`src/rtl/alu_share_arbiter_if.sv`:
```
// Request/response handshake bundle for one requester of the shared ALU.
// The requester side uses the master modport, the arbiter the slave modport.
interface alu_share_arbiter_if;
  logic        req_valid;
  logic        req_ready;
  logic [4:0]  aluop;
  logic        sign;
  logic [31:0] data1;
  logic [31:0] op2;
  logic        rsp_valid;
  logic        rsp_ready;
  logic [31:0] result;
  logic        zero;
  logic        neg;

  modport master (
    output req_valid, aluop, sign, data1, op2, rsp_ready,
    input  req_ready, rsp_valid, result, zero, neg
  );

  modport slave (
    input  req_valid, aluop, sign, data1, op2, rsp_ready,
    output req_ready, rsp_valid, result, zero, neg
  );
endinterface

```
`src/rtl/alu_share_arbiter.sv`:
```
// Round-robin time-sharing of one combinational ALU between two requesters,
// with a registered response slot per port. Define ALU_ARB_STATS_EN for counters.
module alu_share_arbiter #(
  parameter int CNTW = 16
) (
  input  logic                 clk,
  input  logic                 reset,
  alu_share_arbiter_if.slave   port0,
  alu_share_arbiter_if.slave   port1,
  output logic [4:0]           alu_aluop,
  output logic                 alu_sign,
  output logic [31:0]          alu_data1,
  output logic [31:0]          alu_op2,
  input  logic [31:0]          alu_result,
  input  logic                 alu_zero,
  input  logic                 alu_neg
`ifdef ALU_ARB_STATS_EN
  ,
  output logic [CNTW-1:0]      stat_grant0,
  output logic [CNTW-1:0]      stat_grant1,
  output logic [CNTW-1:0]      stat_conflict
`endif
);

  typedef enum logic {
    SLOT_EMPTY = 1'b0,
    SLOT_FULL  = 1'b1
  } slot_state_t;

  localparam logic [4:0] LAST_LEGAL_OP = 5'b01001;

  logic [1:0]  req_valid;
  logic [1:0]  rsp_ready;
  logic [1:0]  rsp_valid;
  logic [1:0]  elig;
  logic [1:0]  grant;
  logic [1:0]  accept;
  logic        last_q;

  slot_state_t state_q [2];
  slot_state_t state_d [2];
  logic [31:0] result_q [2];
  logic [1:0]  zero_q;
  logic [1:0]  neg_q;

  logic        illegal;
  logic [31:0] cap_result;
  logic        cap_zero;
  logic        cap_neg;

  assign req_valid = {port1.req_valid, port0.req_valid};
  assign rsp_ready = {port1.rsp_ready, port0.rsp_ready};
  assign rsp_valid = {state_q[1] == SLOT_FULL, state_q[0] == SLOT_FULL};

  // A port may issue when its slot is empty or being drained this cycle.
  assign elig = req_valid & (~rsp_valid | rsp_ready);

  // NOTE: every signal written in always_comb gets a default first, so no path
  // through the block leaves it unassigned and no latch is inferred.
  always_comb begin
    grant = elig;
    if (elig == 2'b11) begin
      grant = last_q ? 2'b01 : 2'b10;
    end
  end

  assign accept = grant & {2{~reset}};

  always_comb begin
    alu_aluop = '0;
    alu_sign  = 1'b0;
    alu_data1 = '0;
    alu_op2   = '0;
    if (grant[0]) begin
      alu_aluop = port0.aluop;
      alu_sign  = port0.sign;
      alu_data1 = port0.data1;
      alu_op2   = port0.op2;
    end else if (grant[1]) begin
      alu_aluop = port1.aluop;
      alu_sign  = port1.sign;
      alu_data1 = port1.data1;
      alu_op2   = port1.op2;
    end
  end

  // Undefined opcodes never expose whatever the ALU happens to produce.
  assign illegal    = alu_aluop > LAST_LEGAL_OP;
  assign cap_result = illegal ? 32'd0 : alu_result;
  assign cap_zero   = illegal ? 1'b1  : alu_zero;
  assign cap_neg    = illegal ? 1'b0  : alu_neg;

  // NOTE: sequential state is updated only with non-blocking assignments so
  // every register samples the pre-edge values regardless of block ordering.
  always_ff @(posedge clk) begin
    if (reset) begin
      last_q <= 1'b1;
    end else if (accept[0]) begin
      last_q <= 1'b0;
    end else if (accept[1]) begin
      last_q <= 1'b1;
    end
  end

  always_comb begin
    for (int i = 0; i < 2; i++) begin
      state_d[i] = state_q[i];
      case (state_q[i])
        SLOT_EMPTY: if (accept[i]) state_d[i] = SLOT_FULL;
        SLOT_FULL: begin
          if (accept[i])         state_d[i] = SLOT_FULL;
          else if (rsp_ready[i]) state_d[i] = SLOT_EMPTY;
        end
        default: state_d[i] = SLOT_EMPTY;
      endcase
    end
  end

  always_ff @(posedge clk) begin
    for (int i = 0; i < 2; i++) begin
      if (reset) state_q[i] <= SLOT_EMPTY;
      else       state_q[i] <= state_d[i];
    end
  end

  // NOTE: the response data registers are reset too, since their value is
  // visible on the ports straight out of reset.
  always_ff @(posedge clk) begin
    for (int i = 0; i < 2; i++) begin
      if (reset) begin
        result_q[i] <= '0;
        zero_q[i]   <= 1'b0;
        neg_q[i]    <= 1'b0;
      end else if (accept[i]) begin
        result_q[i] <= cap_result;
        zero_q[i]   <= cap_zero;
        neg_q[i]    <= cap_neg;
      end
    end
  end

  assign port0.req_ready = accept[0];
  assign port0.rsp_valid = rsp_valid[0];
  assign port0.result    = result_q[0];
  assign port0.zero      = zero_q[0];
  assign port0.neg       = neg_q[0];

  assign port1.req_ready = accept[1];
  assign port1.rsp_valid = rsp_valid[1];
  assign port1.result    = result_q[1];
  assign port1.zero      = zero_q[1];
  assign port1.neg       = neg_q[1];

`ifdef ALU_ARB_STATS_EN
  localparam logic [CNTW-1:0] CNT_MAX = '1;
  localparam logic [CNTW-1:0] CNT_ONE = CNTW'(1);

  always_ff @(posedge clk) begin
    if (reset) begin
      stat_grant0   <= '0;
      stat_grant1   <= '0;
      stat_conflict <= '0;
    end else begin
      if (accept[0] && stat_grant0 != CNT_MAX)       stat_grant0   <= stat_grant0 + CNT_ONE;
      if (accept[1] && stat_grant1 != CNT_MAX)       stat_grant1   <= stat_grant1 + CNT_ONE;
      if ((elig == 2'b11) && stat_conflict != CNT_MAX) stat_conflict <= stat_conflict + CNT_ONE;
    end
  end
`endif

endmodule

```
`src/flat_wrapper.sv`:
```
// flat-port wrapper written by rule: the top's interface ports become plain ports
module alu_share_arbiter_flat 
#(
  parameter int CNTW = 16
)
  (clk, reset, alu_aluop, alu_sign, alu_data1, alu_op2, alu_result, alu_zero, alu_neg, port0_req_valid, port0_aluop, port0_sign, port0_data1, port0_op2, port0_rsp_ready, port0_req_ready, port0_rsp_valid, port0_result, port0_zero, port0_neg, port1_req_valid, port1_aluop, port1_sign, port1_data1, port1_op2, port1_rsp_ready, port1_req_ready, port1_rsp_valid, port1_result, port1_zero, port1_neg);
  alu_share_arbiter_if port0_i ();
  alu_share_arbiter_if port1_i ();
  input  logic clk;
  input  logic reset;
  output logic [4:0] alu_aluop;
  output logic alu_sign;
  output logic [31:0] alu_data1;
  output logic [31:0] alu_op2;
  input  logic [31:0] alu_result;
  input  logic alu_zero;
  input  logic alu_neg;
  input wire logic [$bits(port0_i.req_valid)-1:0] port0_req_valid;
  input wire logic [$bits(port0_i.aluop)-1:0] port0_aluop;
  input wire logic [$bits(port0_i.sign)-1:0] port0_sign;
  input wire logic [$bits(port0_i.data1)-1:0] port0_data1;
  input wire logic [$bits(port0_i.op2)-1:0] port0_op2;
  input wire logic [$bits(port0_i.rsp_ready)-1:0] port0_rsp_ready;
  output wire logic [$bits(port0_i.req_ready)-1:0] port0_req_ready;
  output wire logic [$bits(port0_i.rsp_valid)-1:0] port0_rsp_valid;
  output wire logic [$bits(port0_i.result)-1:0] port0_result;
  output wire logic [$bits(port0_i.zero)-1:0] port0_zero;
  output wire logic [$bits(port0_i.neg)-1:0] port0_neg;
  input wire logic [$bits(port1_i.req_valid)-1:0] port1_req_valid;
  input wire logic [$bits(port1_i.aluop)-1:0] port1_aluop;
  input wire logic [$bits(port1_i.sign)-1:0] port1_sign;
  input wire logic [$bits(port1_i.data1)-1:0] port1_data1;
  input wire logic [$bits(port1_i.op2)-1:0] port1_op2;
  input wire logic [$bits(port1_i.rsp_ready)-1:0] port1_rsp_ready;
  output wire logic [$bits(port1_i.req_ready)-1:0] port1_req_ready;
  output wire logic [$bits(port1_i.rsp_valid)-1:0] port1_rsp_valid;
  output wire logic [$bits(port1_i.result)-1:0] port1_result;
  output wire logic [$bits(port1_i.zero)-1:0] port1_zero;
  output wire logic [$bits(port1_i.neg)-1:0] port1_neg;
  assign port0_i.req_valid = port0_req_valid;
  assign port0_i.aluop = port0_aluop;
  assign port0_i.sign = port0_sign;
  assign port0_i.data1 = port0_data1;
  assign port0_i.op2 = port0_op2;
  assign port0_i.rsp_ready = port0_rsp_ready;
  assign port0_req_ready = port0_i.req_ready;
  assign port0_rsp_valid = port0_i.rsp_valid;
  assign port0_result = port0_i.result;
  assign port0_zero = port0_i.zero;
  assign port0_neg = port0_i.neg;
  assign port1_i.req_valid = port1_req_valid;
  assign port1_i.aluop = port1_aluop;
  assign port1_i.sign = port1_sign;
  assign port1_i.data1 = port1_data1;
  assign port1_i.op2 = port1_op2;
  assign port1_i.rsp_ready = port1_rsp_ready;
  assign port1_req_ready = port1_i.req_ready;
  assign port1_rsp_valid = port1_i.rsp_valid;
  assign port1_result = port1_i.result;
  assign port1_zero = port1_i.zero;
  assign port1_neg = port1_i.neg;
  alu_share_arbiter #(.CNTW(CNTW)) u_core (.clk(clk), .reset(reset), .port0(port0_i), .port1(port1_i), .alu_aluop(alu_aluop), .alu_sign(alu_sign), .alu_data1(alu_data1), .alu_op2(alu_op2), .alu_result(alu_result), .alu_zero(alu_zero), .alu_neg(alu_neg));
endmodule
```
`config.mk`:
```
export PLATFORM = sky130hd
export DESIGN_NAME = alu_share_arbiter_flat
export DESIGN_NICKNAME = d
export VERILOG_FILES = /design/src/rtl/alu_share_arbiter_if.sv /design/src/rtl/alu_share_arbiter.sv /design/src/flat_wrapper.sv
export SDC_FILE = /design/constraint.sdc
export NUM_CORES = 1
export LEC_CHECK = 0
export BUFFER_PORTS_ARGS = -buffer_cell sky130_fd_sc_hd__buf_2
export CELL_PAD_IN_SITES_DETAIL_PLACEMENT = 0
export CELL_PAD_IN_SITES_GLOBAL_PLACEMENT = 1
export CORE_AREA = 4 4 123 125
export CTS_CLUSTER_SIZE = 14
export DETAILED_ROUTE_END_ITERATION = 8
export DIE_AREA = 0 0 127 129
export GPL_TIMING_DRIVEN = 0
export PLACE_DENSITY = 0.87
export SETUP_SLACK_MARGIN = 0.5
export SYNTH_ARGS = -nofsm -noshare
export SYNTH_HDL_FRONTEND = slang
export SYNTH_SLANG_ARGS = --single-unit
```
`constraint.sdc`:
```
create_clock -name clk -period 4 [get_ports clk]
set_clock_uncertainty 0.05 [all_clocks]
set_input_delay 0.8 -clock clk [delete_from_list [all_inputs] [get_ports clk]]
set_output_delay 0.8 -clock clk [all_outputs]
set_load 0.03 [all_outputs]
```
Word level (Yosys, flattened, before mapping) --
Memories as Yosys holds them, arrays and structs flattened. Index checks and enable logic that the tools add are counted.
Word-level totals: memory bits (writable) 66, bits in registers 5, output and inout port bits 142, memories 2
Memories:
- u_core.result_q | words 2, width 32, rd ports 2, clocked after memory_dff 0, wr ports 2, line alu_share_arbiter.sv:42 | logic [31:0] result_q [2];
- u_core.state_q | words 2, width 1, rd ports 2, clocked after memory_dff 0, wr ports 2, line alu_share_arbiter.sv:40 | slot_state_t state_q [2];
Operators by class: mux-type cells 34, equal/unequal tests 1, reductions and logical operators 1, order comparisons 1, bitwise operators 11
Operators by type and width (number):
- two-way mux 32 bit | 7
- two-way mux 1 bit | 21
- two-way mux 5 bit | 2
- greater-than comparator 5 x 4 -> 1 bit, second input constant | 1
- AND 2 bit | 2
- two-way mux 2 bit | 2
- bitwise OR 1 bit | 4
- one-hot mux 1 bit (2 select lines) | 2
- NOT 1 bit | 3
- equality test 2 bit, second input constant | 1
- NOT 2 bit | 1
- bitwise OR 2 bit | 1
- nonzero test 2 bit | 1

Depth between registers and ports, before layout --
Gate-level depths: netlist (run 1).
word-level depth 10, depth in mapped cells 8, gate-level depth less buffers 4

Worst setup path after synthesis (run 1) --
Ideal clock, no wire load.
kind input -> output, start point input port port1_rsp_ready, end point output port alu_aluop[0], arrival time 2.114 ns, cell stages on the path 5, path slack 1.036 ns, path through nand2b_1 clkbuf_2 a211oi_2 clkbuf_1 a22o_1
Between the ends: longest elaborated chain between the ends 6
RTL lines:
- start: declaration | line flat_wrapper.sv:34 | input wire logic [$bits(port1_i.rsp_ready)-1:0] port1_rsp_ready;
- bitwise OR 2 bit * | line alu_share_arbiter.sv:56 | assign elig = req_valid & (~rsp_valid | rsp_ready);
- AND 2 bit * | line alu_share_arbiter.sv:56
- equality test 2 bit | line alu_share_arbiter.sv:62 | if (elig == 2'b11) begin
- two-way mux 2 bit * | line alu_share_arbiter.sv:62
- two-way mux 5 bit | line alu_share_arbiter.sv:79 | end else if (grant[1]) begin
- two-way mux 5 bit * | line alu_share_arbiter.sv:74 | if (grant[0]) begin
- end: declaration | line flat_wrapper.sv:11 | output logic [4:0] alu_aluop;
Every way passes the cells marked *; elsewhere a longest branch is shown, timed or not.

Final worst setup path (run 1) --
start point input port port1_rsp_ready, end point output port alu_op2[23]
Between the ends: longest elaborated chain between the ends 6
RTL lines:
- bitwise OR 2 bit * | line alu_share_arbiter.sv:56
- AND 2 bit * | line alu_share_arbiter.sv:56
- equality test 2 bit | line alu_share_arbiter.sv:62
- two-way mux 2 bit * | line alu_share_arbiter.sv:62
- two-way mux 32 bit | line alu_share_arbiter.sv:79
- two-way mux 32 bit * | line alu_share_arbiter.sv:74
- end: declaration | line flat_wrapper.sv:14 | output logic [31:0] alu_op2;
Marked as above.

==> results of run 1 <==
worst max-delay path: cells and delay by family:
kind / cells / cell delay (ns)
AND/OR/NAND/NOR: 1 / 0.13
buffers and inverters: 5 / 1.02
AO/OA/AOI/OAI: 2 / 0.59
per-stage QoR:
stage | util (%) | setup WS, ns | area (µm²) | hold slack (ns)
after floorplan | - | 1.04 | 3760 | 0.469
after global placement | 40.3 | 0.292 | 5590 | 0.406
after detailed placement | 40.3 | 0.211 | 5590 | 0.410
after CTS | 42.5 | 0.584 | 5900 | 0.418
after global routing | 42.6 | 0.516 | 5910 | 0.455
final | 42.6 | 0.609 | 5910 | 0.421
worst max path at each step:
| stage | from | to | slack, ns | cells past startpoint |
|---|---|---|---|---|
| floorplan | port1_rsp_ready | alu_aluop[0] | 1.04 | 5 |
| global placement | port0_rsp_ready | alu_aluop[4] | 0.29 | 7 |
| detailed placement | port0_rsp_ready | alu_aluop[4] | 0.21 | 7 |
| CTS | port0_rsp_ready | alu_aluop[4] | 0.58 | 8 |
| global route | port1_rsp_ready | alu_data1[9] | 0.52 | 8 |
| finish | port1_rsp_ready | alu_op2[23] | 0.61 | 8 |
synth_stat cells, types with 2 or more instances:
| cell type | count |
|---|---|
| a22o_1 | 69 |
| nand2_1 | 68 |
| edfxtp_1 | 64 |
| nor3_1 | 60 |
| clkbuf_1 | 17 |
| buf_2 | 14 |
| dfxtp_1 | 7 |
| buf_6 | 4 |
| nand3_1 | 4 |
| nor3_2 | 4 |
| a21oi_1 | 3 |
| nand2b_1 | 3 |
| nor2_1 | 3 |
| a2111oi_0 | 2 |
| a2111oi_4 | 2 |
| a211oi_2 | 2 |
| and2b_1 | 2 |
| inv_1 | 2 |
| o2111ai_1 | 2 |
| o211ai_1 | 2 |
| o21a_1 | 2 |
| o31ai_1 | 2 |
| o41a_1 | 2 |
cells by family after synthesis:
family | count (synthesis)
flip-flops | 71
AO/OA/AOI/OAI | 90
buffers and inverters | 40
AND/OR/NAND/NOR | 146
registers in the layout, summed over array words and instances, names as in the netlist:
name             flops
u_core.result_q     64
u_core.neg_q         2
u_core.state_q       2
u_core.zero_q        2
u_core.last_q        1
routing by layer:
layer / routed length [µm] / part of all wire [%] / vias up
met5: 8 / 0.045 / -
met4: 262 / 1.5 / 2
met2: 8680 / 49 / 235
met3: 1730 / 9.8 / 19
li1: - / - / 1998
met1: 7040 / 40 / 2037
what timing repair did:
item | 4_1_cts | 5_1_grt
buffers inserted | 2 | 0
endpoints found under the setup margin | 69 | 3
pin swaps | 2 | 0
resized for setup | 2 | 3
where the power goes:
part | internal (W) | leakage (nW) | switching, W
sequential | 0.000877 | 0.751 | 0.0000175
combinational | 0.000258 | 2.04 | 0.000555
clock | 0.000410 | 0.126 | 0.000287
area by class of cell:
type	count	area, µm²	share of cell area (%)
Inverter	3	11.3	0.191
Buffer	37	195	3.30
Sequential cell	71	2060	34.9
Clock inverter	5	26.3	0.445
Clock buffer	10	229	3.87
Timing Repair Buffer	323	1650	27.9
Multi-Input combinational cell	236	1510	25.6
Tap cell	180	225	3.81
==> qor.txt, run 1 <==
Peak VDD IR - 0.174 mV
largest net degree at the start of global routing - 33
Synth Register Bits - 71
number of global-route vias before repair - 4086
sequential-to-total area share from yosys stat - 54.9%
# port buffers - 321
met3 usage in global routing - 5.98%
RSZ-0062 raised after global routing - no
cells along the critical path - buf_2, nand2b_1, clkbuf_2, a211oi_4, buf_12, clkbuf_1, a22o_1, buf_2
crit-path most repeated cell - buf_2
Initial DRT Pass Iterations - 5
f_max - 295 MHz
CTS tree - yes
Synth top area share - 51.1%
maxcap violations - 0
GRT overflow - 0
CP startpoint kind - input pin
syn avg cell area - 10.8 µm²
largest fanout on the critical path - 10
fin crit period - 3.39 ns
Die Span X - 127 µm
WP data arrival - 2.54 ns
total power draw - 0.00240 W
Critical Path Sink Type - output pin
commonest non-fill, non-tap cell in the layout - buf_2
nets - 861
Synth Area in Compound Gates - 21.7%
Cells after Synth - 347
GRT Total Usage - 20.5%
TritonCTS buffer count - 9
final clock period utilization by the worst path - 84.8%
worst path required time - 3.15 ns
fraction of registers with async set/reset - 0%
Die Area - 0.0164 mm²
Hold Crit Endpoint - u_core.neg_q[0]
# fillers - 1431
H-tree depth - 3
GP Congestion - 0.863
CTS Hold Bufs - 0
P per Cell Area - 407 mW/mm²
Register-to-Register Path Depth - 5
mux contribution to synthesized area - 0%
Most Crowded Layer GR - met2
Synth Area in XOR/XNOR - 0%
Leak - 2.92 nW
grt met2 use - 34.2%
DP Cell Count - 848
first-pass GRT wire length - 25300 µm
DRC Markers - 0
Clock Tree Root - clkbuf_16
most frequent cells in the layout - buf_2 (334), a22o_1 (69), nand2_1 (66)
final hold vios - 0
final setup TNS - 0 ns
antenna viol nets, final - 0
DIE HEIGHT - 129 µm
clock slew at reported path FFs - 0.06 ns
Worst Max-Slew Pin Slew - 0.819 ns
Netlist Area Pre-Place - 0.00376 mm²
top cells by area, synth - edfxtp_1 (51%), a22o_1 (16%), nor3_1 (8.0%), nand2_1 (6.8%), dfxtp_1 (3.7%)
Ys Warns - 0
Final Non-Filler Cells - 865
final WL - 17700 µm
clock latency on the worst-skew pair - 0.33 ns
diode count - 0
Min-Delay Path Class - reg2reg
DP HPWL - 14500 µm
Worst R2R Setup Slack - 1.84 ns
status - finished, final reports clean
CTS Sinks - 71
Post-Synth Adder-Cell Area - 0%
routing usage on met1 - 26.3%
final number of setup-violating endpoints - 0
Post-synth EDFFs - 64
layout cells sized above 1 - 53.7%
dominant cell type by area after synthesis - edfxtp_1
count of cell types in the netlist - 30
Synth Area in Simple Gates - 18.0%
Max Slew Vio Count - 0
core footprint - 0.0139 mm²
Initial Util - 27.1%
row cnt - 43
Main synth FF type - edfxtp_1
initial antenna violation count - 1
largest family of logic cells by synthesized area - compound AO/OA/AOI/OAI gates
DR iter-0 viols - 282
# IOs - 322
area growth from synthesis to layout - 57.2%
Wirelength per Cell - 20.5 µm
Max stage delay on crit path - 0.34 ns
hold path cells - 2
clk buf depth - 2
routed via count - 4291
Via density - 4.96
syn nets - 527
worst rel slew slack - 45.2%
min-delay src - u_core.neg_q[0]
Crit Path Class - in2out
r2r endpoint - u_core.result_q[0][20]
CP max stage cell - clkbuf_1
RR Startpoint - u_core.state_q[0]
No activity file was read; power rests on OpenSTA's default activity.
==> inputs of run 2 (changes only) <==
CORE_AREA = 4 4 111 156   (was 4 4 123 125)
DIE_AREA = 0 0 115 160   (was 0 0 127 129)
PLACE_DENSITY = 0.82   (was 0.87)
clock period = 2.9 ns   (was 4 ns; I/O delays follow)
==> run 2 against run 1 <==
  * Non-clock buffer count rose by 34
  * Final cell count rose by 6.8%
  * Critical path type is now reg2out
  * Via count rose by 4.6%
  * Cell area rose by 25%
==> qor.txt, run 2 (same netlist as run 1, synthesis figures left out) <==
status - finished, final reports clean
GRT Total Usage - 20.7% (+0.20 points)
final clock period utilization by the worst path - 88.6%
DP HPWL - 15500 µm (+7.2%)
Max stage delay on crit path - 0.35 ns (about the same)
crit-path most repeated cell - buf_6
clock slew at reported path FFs - 0.06 ns (about the same)
GP Congestion - 0.818 (-5.2%)
GRT overflow - 0 (unchanged)
routed via count - 4489 (+4.6%)
commonest non-fill, non-tap cell in the layout - buf_2
# port buffers - 321 (unchanged)
worst rel slew slack - 46.1% (+0.89 points)
nets - 895 (+3.9%)
layout cells sized above 1 - 67.5% (+14 points)
# IOs - 322 (unchanged)
# fillers - 1542 (+7.8%)
Worst Max-Slew Pin Slew - 0.805 ns (-0.0132 ns)
r2r endpoint - u_core.result_q[1][12]
worst path required time - 2.27 ns (-0.88 ns)
final WL - 19900 µm (+12%)
Via density - 4.86 (-2.1%)
largest fanout on the critical path - 8 (-2)
Hold Crit Endpoint - u_core.neg_q[1]
total power draw - 0.00373 W (+55%)
Min-Delay Path Class - reg2reg
design area - 0.00741 mm² (+25%)
first-pass GRT wire length - 28200 µm (+12%)
WP buf/inv - 5 (unchanged)
antenna viol nets, final - 0 (unchanged)
initial antenna violation count - 17 (+16)
CP startpoint kind - flop
dpl cell area - 0.00570 mm² (+1.9%)
clock latency on the worst-skew pair - 0.33 ns (about the same)
fin crit period - 2.57 ns
Worst R2R Setup Slack - 0.69 ns (-1.15 ns)
Die Span X - 115 µm (-9.4%)
Leak - 3.56 nW (+22%)
final hold vios - 0 (unchanged)
Largest register FFs - 64 (unchanged)
area growth from synthesis to layout - 97.3%
critical path's top delay family - buffers and inverters
f_max - 389 MHz
min-delay src - u_core.neg_q[1]
row cnt - 55 (+28%)
RSZ-0062 raised after global routing - yes
WP data arrival - 1.94 ns (-0.60 ns)
core footprint - 0.0160 mm² (+15%)
RR Startpoint - u_core.last_q
Initial Util - 23.5% (-3.5 points)
Register-to-Register Path Depth - 7 (+2)
crit path from - u_core.last_q
CTS tree - yes
cells along the critical path - and2b_4, a211oi_4, buf_12, buf_4, buf_6, clkbuf_16, a22o_4, buf_6
most frequent cells in the layout - buf_2 (256), buf_6 (80), nand2_1 (66)
Wirelength per Cell - 21.5 µm (+4.9%)
DR iter-0 viols - 282 (unchanged)
Initial DRT Pass Iterations - 4 (-1)
TritonCTS buffer count - 9 (unchanged)
Critical Path Sink Type - output pin
H-tree depth - 3 (unchanged)
maxcap violations - 0 (unchanged)
Register Area - 0.00207 mm² (+0.30%)
Clock Tree Root - clkbuf_16
final number of setup-violating endpoints - 0 (unchanged)
Max Slew Vio Count - 0 (unchanged)
Crit Path Class - reg2out
P per Cell Area - 503 mW/mm² (+24%)
number of global-route vias before repair - 4644 (+14%)
DIE HEIGHT - 160 µm (+24%)
clk buf depth - 2 (unchanged)
CP max stage cell - dfxtp_4
CTS Sinks - 71 (unchanged)
Peak VDD IR - 0.306 mV (+75%)
CTS Hold Bufs - 0 (unchanged)
DRC Markers - 0 (unchanged)
largest net degree at the start of global routing - 33 (unchanged)
hold path cells - 2 (unchanged)
multi-input logic area - 0.00200 mm² (+32%)
Largest Register - u_core.result_q
Die Area - 0.0184 mm² (+12%)
run 2: cell types whose count changed in the layout (fill, tap and decap cells not counted), moves of 3 or more:
cell       previous run  this run
buf_8                 0        13
clkbuf_1             17         4
clkbuf_4              1         4
buf_4                 1        29
dfxtp_1               7         4
buf_2               334       256
diode_2               0         5
clkbuf_16             9        12
a22o_4                0        51
a22o_1               69         8
a22o_2                0        10
buf_6                 4        80
run 2: timing repair:
item | 4_1_cts | 5_1_grt
gates resized for setup | 226 | 55
gates cloned | 6 | 1
buffers inserted | 24 | 5
pin swaps | 30 | 34
endpoints found under the setup margin | 198 | 103
run 2: area by class of cell:
| cell class | count | area share (%) |
|---|---|---|
| repair buffers | 357 | 33.0 |
| flip-flops and latches | 71 | 27.9 |
| multi-input cells | 236 | 26.9 |
| plain buffers | 37 | 4.83 |
| well taps | 199 | 3.36 |
| clock buffers | 9 | 3.04 |
| clock inverters | 7 | 0.641 |
| diodes | 5 | 0.169 |
| inverters | 3 | 0.152 |
run 2: routing by layer:
| layer | routed length (µm) | GRT usage [%] |
|---|---|---|
| met2 | 9850 | 35.2 |
| met4 | 383 | 6.19 |
| met5 | 106 | 0 |
| met1 | 6950 | 22.3 |
| met3 | 2570 | 10.4 |
run 2: worst max path at each step:
| stage | end | cells after the start | slack (ns) |
|---|---|---|---|
| global route | alu_op2[4] | 8 | 0.29 |
| floorplan | alu_aluop[0] | 5 | 0.49 |
| finish | alu_aluop[1] | 8 | 0.33 |
| global placement | alu_aluop[4] | 7 | -0.35 |
| CTS | alu_aluop[4] | 9 | 0.23 |
| detailed placement | alu_aluop[4] | 7 | -0.38 |
run 2: through the flow:
stage	setup TNS (ns)	worst slack (ns)	utilization, %	instances	hold slack [ns]
global route	0	0.291	46.4	922	0.444
detailed placement	-25.26	-0.377	35.7	867	0.409
floorplan	0	0.486	-	347	0.469
global placement	-19.06	-0.345	35.7	867	0.398
finish	0	0.329	46.4	924	0.412
CTS	0	0.228	44.4	913	0.417
run 2: worst reg2reg max path: cells and delay by family (launching register included):
family | cells | cell delay (ns)
buffers and inverters | 3 | 0.71
AOI/OAI and AO/OA | 1 | 0.48
and+or+nand+nor | 3 | 0.45
DFF | 1 | 0.35
run 2: power breakdown:
group	internal, W	leakage [nW]	switching, W
Clock	0.000578	0.132	0.000436
Combinational	0.000650	2.68	0.000833
Sequential	0.00121	0.752	0.0000235
Total	0.00244	3.56	0.00129
